$ cat config.mk
export PLATFORM = sky130hd
export DESIGN_NAME = glyph_writer_flat
export DESIGN_NICKNAME = d
export VERILOG_FILES = /design/src/rtl/glyph_writer_if.sv /design/src/rtl/glyph_writer.sv /design/src/flat_wrapper.sv
export SDC_FILE = /design/constraint.sdc
export NUM_CORES = 1
export LEC_CHECK = 0
export BUFFER_PORTS_ARGS = -buffer_cell sky130_fd_sc_hd__buf_2
export CORE_ASPECT_RATIO = 1.1
export CORE_MARGIN = 3
export CORE_UTILIZATION = 32
export DETAILED_ROUTE_END_ITERATION = 12
export SYNTH_ARGS = -nofsm -noshare
export SYNTH_HDL_FRONTEND = slang
export SYNTH_SLANG_ARGS = --single-unit
export TNS_END_PERCENT = 50
$ cat constraint.sdc
create_clock -name clock -period 13.5 [get_ports clock]
set_clock_uncertainty 0.2 [all_clocks]
set_input_delay 0 -clock clock [delete_from_list [all_inputs] [get_ports clock]]
set_output_delay 0 -clock clock [all_outputs]
set_load 0.005 [all_outputs]
$ cat src/rtl/glyph_writer_if.sv
// Host-to-writer code handshake plus the glyph RAM write port, bundled for glyph_writer.
// Handshake: a code transfers on a rising clock edge where charValid && charReady; charValid/charCode
// must stay stable until that edge, and charReady never waits on charValid.
interface glyph_writer_if;
  logic        charValid;
  logic [7:0]  charCode;
  logic        charReady;
  logic        wrEn;
  logic [13:0] wrAddr;
  logic [7:0]  wrData;

  modport master (
    output charValid, charCode,
    input  charReady, wrEn, wrAddr, wrData
  );

  modport slave (
    input  charValid, charCode,
    output charReady, wrEn, wrAddr, wrData
  );
endinterface

$ cat src/rtl/glyph_writer.sv
// Writes a stream of character codes into the descending-address glyph frame buffer,
// tracking a text cursor and handling CR, LF, backspace and clear-screen.
module glyph_writer #(
  parameter int COLS     = 53,
  parameter int ROWS     = 40,
  parameter int TOP_ADDR = 16383,
  parameter logic [7:0] BLANK = 8'h20
) (
  input  logic              clock,
  input  logic              resetN,
  glyph_writer_if.slave     bus,
  output logic [5:0]        cursorRow,
  output logic [5:0]        cursorCol,
  output logic              busy,
  output logic              fsmState
);

  typedef enum logic {IDLE = 1'b0, CLEAR = 1'b1} state_t;

  localparam logic [11:0] LAST_IDX = 12'(ROWS * COLS - 1);
  localparam logic [5:0]  LAST_ROW = 6'(ROWS - 1);
  localparam logic [5:0]  LAST_COL = 6'(COLS - 1);
  localparam logic [13:0] TOP      = 14'(TOP_ADDR);

  state_t      state, stateNext;
  logic [11:0] idx, idxNext;
  logic [5:0]  row, rowNext;
  logic [5:0]  col, colNext;
  logic        wrEnQ, wrEnNext;
  logic [13:0] wrAddrQ, wrAddrNext;
  logic [7:0]  wrDataQ, wrDataNext;

  logic        accept;
  logic [11:0] lin;
  logic [5:0]  rowInc;

  assign accept = (state == IDLE) && bus.charValid;
  assign lin    = ({6'd0, row} * 12'(COLS)) + {6'd0, col};
  assign rowInc = (row == LAST_ROW) ? 6'd0 : row + 6'd1;

  always_ff @(posedge clock or negedge resetN) begin
    if (!resetN) begin
      state   <= CLEAR;
      idx     <= '0;
      row     <= '0;
      col     <= '0;
      wrEnQ   <= 1'b0;
      wrAddrQ <= '0;
      wrDataQ <= '0;
    end else begin
      state   <= stateNext;
      idx     <= idxNext;
      row     <= rowNext;
      col     <= colNext;
      wrEnQ   <= wrEnNext;
      wrAddrQ <= wrAddrNext;
      wrDataQ <= wrDataNext;
    end
  end

  always_comb begin
    stateNext  = state;
    idxNext    = idx;
    rowNext    = row;
    colNext    = col;
    wrEnNext   = 1'b0;
    wrAddrNext = wrAddrQ;
    wrDataNext = wrDataQ;
    case (state)
      CLEAR: begin
        wrEnNext   = 1'b1;
        wrAddrNext = TOP - {2'b00, idx};
        wrDataNext = BLANK;
        if (idx == LAST_IDX) begin
          idxNext   = '0;
          stateNext = IDLE;
          rowNext   = '0;
          colNext   = '0;
        end else begin
          idxNext = idx + 12'd1;
        end
      end
      default: begin
        if (accept) begin
          if (bus.charCode >= 8'h20) begin
            wrEnNext   = 1'b1;
            wrAddrNext = TOP - {2'b00, lin};
            wrDataNext = bus.charCode;
            if (col == LAST_COL) begin
              colNext = '0;
              rowNext = rowInc;
            end else begin
              colNext = col + 6'd1;
            end
          end else begin
            case (bus.charCode)
              8'h0A: begin
                colNext = '0;
                rowNext = rowInc;
              end
              8'h0D: colNext = '0;
              8'h08: begin
                // The cell before the cursor is one step up in linear order, i.e. one address higher.
                if (lin != 12'd0) begin
                  wrEnNext   = 1'b1;
                  wrAddrNext = TOP - {2'b00, lin - 12'd1};
                  wrDataNext = BLANK;
                  if (col == 6'd0) begin
                    colNext = LAST_COL;
                    rowNext = row - 6'd1;
                  end else begin
                    colNext = col - 6'd1;
                  end
                end
              end
              8'h0C: begin
                stateNext = CLEAR;
                idxNext   = '0;
                rowNext   = '0;
                colNext   = '0;
              end
              default: ;
            endcase
          end
        end
      end
    endcase
  end

  assign bus.charReady = (state == IDLE);
  assign bus.wrEn      = wrEnQ;
  assign bus.wrAddr    = wrAddrQ;
  assign bus.wrData    = wrDataQ;
  assign cursorRow     = row;
  assign cursorCol     = col;
  assign busy          = (state == CLEAR);
  assign fsmState      = state;

endmodule

$ cat src/flat_wrapper.sv
// flat-port wrapper written by rule: the top's interface ports become plain ports
module glyph_writer_flat 
#(
  parameter int COLS     = 53,
  parameter int ROWS     = 40,
  parameter int TOP_ADDR = 16383,
  parameter logic [7:0] BLANK = 8'h20
)
  (clock, resetN, cursorRow, cursorCol, busy, fsmState, bus_charValid, bus_charCode, bus_charReady, bus_wrEn, bus_wrAddr, bus_wrData);
  glyph_writer_if bus_i ();
  input  logic clock;
  input  logic resetN;
  output logic [5:0] cursorRow;
  output logic [5:0] cursorCol;
  output logic busy;
  output logic fsmState;
  input wire logic [$bits(bus_i.charValid)-1:0] bus_charValid;
  input wire logic [$bits(bus_i.charCode)-1:0] bus_charCode;
  output wire logic [$bits(bus_i.charReady)-1:0] bus_charReady;
  output wire logic [$bits(bus_i.wrEn)-1:0] bus_wrEn;
  output wire logic [$bits(bus_i.wrAddr)-1:0] bus_wrAddr;
  output wire logic [$bits(bus_i.wrData)-1:0] bus_wrData;
  assign bus_i.charValid = bus_charValid;
  assign bus_i.charCode = bus_charCode;
  assign bus_charReady = bus_i.charReady;
  assign bus_wrEn = bus_i.wrEn;
  assign bus_wrAddr = bus_i.wrAddr;
  assign bus_wrData = bus_i.wrData;
  glyph_writer #(.COLS(COLS), .ROWS(ROWS), .TOP_ADDR(TOP_ADDR), .BLANK(BLANK)) u_core (.clock(clock), .resetN(resetN), .bus(bus_i), .cursorRow(cursorRow), .cursorCol(cursorCol), .busy(busy), .fsmState(fsmState));
endmodule
==> impl_metrics.csv <==
group,metric,value,unit
clock_tree,cts_made_buffers,5,
power,ir_drop,0.0460,mV
min_path,hold_path_depth,4,
sta,hold_viol,0,
setup_path,crit_family,"adder cells",
sta,slew_viol_final,0,
power,p_per_area,58.1,mW/mm^2
place,place_congestion,0.866,
detailed_routing,dr.pass1.iters,4,
sta,tns,0,ns
setup_path,crit_fanout,11,
global_route,antenna_found_initial,0,
run,drv_cap,0,
clock_tree,cts.sinks,47,
cells_and_area,n_antenna_cell,0,
outcome,status,"completed",
cells_and_area,area_delta_synth_final,14.8,%
clock_tree,cts_max_level,2,
logic_synthesis,synth_edf_count,0,
logic_synthesis,syn_area,0.00416,mm^2
logic_synthesis,synth_top_flop_cell,"dfrtp_1",
power,clockPowerShare,0.443,
place,dp_hpwl,8070,um
detailed_routing,routed_wl,10700,um
detailed_routing,viasPerCell,5.36,
logic_synthesis,yosysTopAreaCellShare,0.277,
logic_synthesis,synth_warnings,0,
power,internal_power,0.214,mW
sta,min_period,5.84,ns
detailed_routing,dr_total_vias,3586,
sta,period_share,0.433,
logic_synthesis,synth_cells,461,
global_route,grt_pass1_vias,3534,
clock_tree,path_clk_slew,0.06,ns
logic_synthesis,yosysSeqAreaShare,0.283,
cells_and_area,final_nets,580,
setup_path,critPathArrivalTime,5.81,ns
logic_synthesis,synth.area.top_cells,"dfrtp_1, ha_1, mux2i_1",
logic_synthesis,async_flop_share,1.00,
die,die_area,0.0144,mm^2
setup_path,cp_num_buf_inv,3,
detailed_routing,drt_iter0_drc,211,
clock_tree,cts-resized-gates,0,
sta,max_slew_margin,0.262,
clock_tree,clockBufferDepth,2,
global_route,globalRouteOverflowTotal,0,
power,p_leak,2.22,nW
power,switchingPower,0.0629,mW
clock_tree,clock_latency,0.29,ns
die,row_count,43,
clock_tree,hold_buffers,11,
global_route,grt_use_total,0.149,
logic_synthesis,synth_nets,530,
detailed_routing,wl_per_cell,16.0,um
sta,clock.fmax,171,MHz
global_route,grt_pass1_wl,17700,um
die,core-area,0.0126,mm^2
sta,tightest_slew,1.11,ns
clock_tree,cts_tree,"built",
cells_and_area,fillers,1253,
logic_synthesis,ys_top_cells_by_count,"ha_1, dfrtp_1, nand2_1",
sta,finalSetupViolations,0,
power,power,0.277,mW
detailed_routing,antenna_left,0,
min_path,hold_class,"input port to flip-flop",
cells_and_area,utilization,0.377,
place,port_buffers,48,
setup_path,ff2ff_setup_slack,7.66,ns
setup_path,criticalPathCategory,"flip-flop to flip-flop",
die,start_util,0.329,
setup_path,crit_path_start_kind,"flip-flop",
die,die_w,115,um
die,pin_count,49,
logic_synthesis,ys_ff_latch,47,
clock_tree,post-cts-setup-buffer-count,0,
power,combPwrFrac,0.049,
cells_and_area,layout-drive-gt1-share,0.145,
power,seqPwrFrac,0.508,
setup_path,required,13.47,ns
power,swShare,0.227,
setup_path,cp-end-kind,"flip-flop",
logic_synthesis,ys_types,66,
setup_path,critPathMaxStageDelay,0.75,ns
die,die_h,126,um
logic_synthesis,synth.avg_cell_area,9.02,um^2
setup_path,cp_slowest_cell,"a31oi_1",
clock_tree,cts_root_buf,"clkbuf_16",
setup_path,cp.depth,16,
detailed_routing,drt_drc_violations_left,0,
logic_synthesis,synth.largest_area_cell,"dfrtp_1",
sta,rsz0062_at_grt,"no",
setup_path,rr_worst_depth,16,
global_route,grt_max_degree,48,
logic_synthesis,yosysMostFrequentCell,"ha_1",
setup_path,cp_cell_sequence,"inv_1, ha_1, ha_1, inv_1, fa_1, fa_1, inv_1, ha_1, o211a_1, o31a_1, o21a_1, o21ai_0, a41oi_2, or4b_1, a31oi_1, mux2_2",
[routing by layer]
| metal | share of wire | up-vias | GRT usage |
|---|---|---|---|
| met5 | 0 | - | 0 |
| met4 | 0.0045 | 0 | 0.0210 |
| met3 | 0.037 | 6 | 0.0203 |
| met2 | 0.50 | 58 | 0.255 |
| met1 | 0.46 | 1752 | 0.204 |
| li1 | - | 1770 | - |
[placed cells by master, fill, tap and decap left out, types with 2 or more instances in the layout]
master / count
nand4_1: 4
nand2b_1: 5
buf_2: 48
o31ai_1: 2
o21ai_1: 3
nor3b_1: 2
a221oi_1: 4
mux2_2: 2
nor3_1: 9
buf_4: 2
a21o_1: 5
xor2_1: 12
o21a_1: 4
and3_1: 9
o311ai_0: 5
nand3_1: 11
a21oi_1: 21
o211ai_1: 10
fa_1: 7
o221ai_1: 4
dlygate4sd3_1: 11
inv_1: 35
a211oi_1: 3
mux2i_1: 17
or3_1: 4
a31o_2: 2
o22ai_1: 3
nor2_1: 38
o21ai_0: 24
clkbuf_16: 5
a31oi_1: 5
a22o_1: 9
nor4_1: 4
a211o_1: 3
dfrtp_1: 46
xnor2_1: 12
ha_1: 51
nand2_1: 41
[power groups by stage]
| stage | Clock [mW] | Combinational (mW) | Sequential [mW] |
|---|---|---|---|
| 2_1_floorplan | 0 | 0.00497 | 0.143 |
| 3_3_place_gp | 0 | 0.0116 | 0.143 |
| 3_5_place_dp | 0 | 0.0117 | 0.143 |
| 4_1_cts | 0.126 | 0.0137 | 0.141 |
| 5_1_grt | 0.131 | 0.0151 | 0.141 |
| 6_report | 0.123 | 0.0135 | 0.141 |
[kinds of logic after synthesis]
family | share of synthesized area
buffers and inverters | 0.0536
flip-flops | 0.283
AND/OR/NAND/NOR | 0.172
AO/OA/AOI/OAI | 0.207
XOR/XNOR | 0.0506
adder cells (fa/ha/maj) | 0.187
multiplexers | 0.0464
[worst paths after layout]
kind | from | end
hold reg to reg | u_core.bus.wrAddr[12] | u_core.bus.wrAddr[12]
hold / removal | bus_charValid | u_core.bus.wrData[6]
setup reg to reg | u_core.cursorRow[0] | u_core.bus.wrAddr[0]
setup / recovery | u_core.cursorRow[0] | u_core.bus.wrAddr[0]
min in group asynchronous | resetN | u_core.bus.wrAddr[12]
max in group asynchronous | resetN | u_core.cursorRow[1]
[worst min-delay path, stage by stage]
cell and delay [ns]:
buf_2 0.15, inv_1 0.08, nor2_1 0.08, a22o_1 0.18
[metrics by stage]
step                      area, um^2  setup slack (ns)  hold slack, ns  cells
after CTS                       4770              7.67          0.0423    669
final                           4770              7.66          0.0516    669
after detailed placement        4520              7.70          0.0438    650
after global placement          4520              7.79          0.0387    650
after global routing            4770              7.36          0.0752    669
after floorplan                 4160              8.54          -0.496    461
[area by class of cell]
cell class	instances	area [um^2]	area share
multi-input cells	361	2760	0.578
inverters	35	131	0.0275
clock buffers	6	129	0.0270
clock inverters	2	13.8	0.00289
repair buffers	61	365	0.0766
flip-flops and latches	47	1180	0.247
well taps	157	196	0.0412
[flip-flops by register name, indices dropped and copies added, names as in the netlist]
signal,cells
u_core.cursorRow,6
u_core.bus.wrAddr,13
u_core.busy,1
u_core.bus.wrEn,1
u_core.cursorCol,6
u_core.idx,12
u_core.bus.wrData,8
Note: power is estimated with default switching activity, not from simulation.
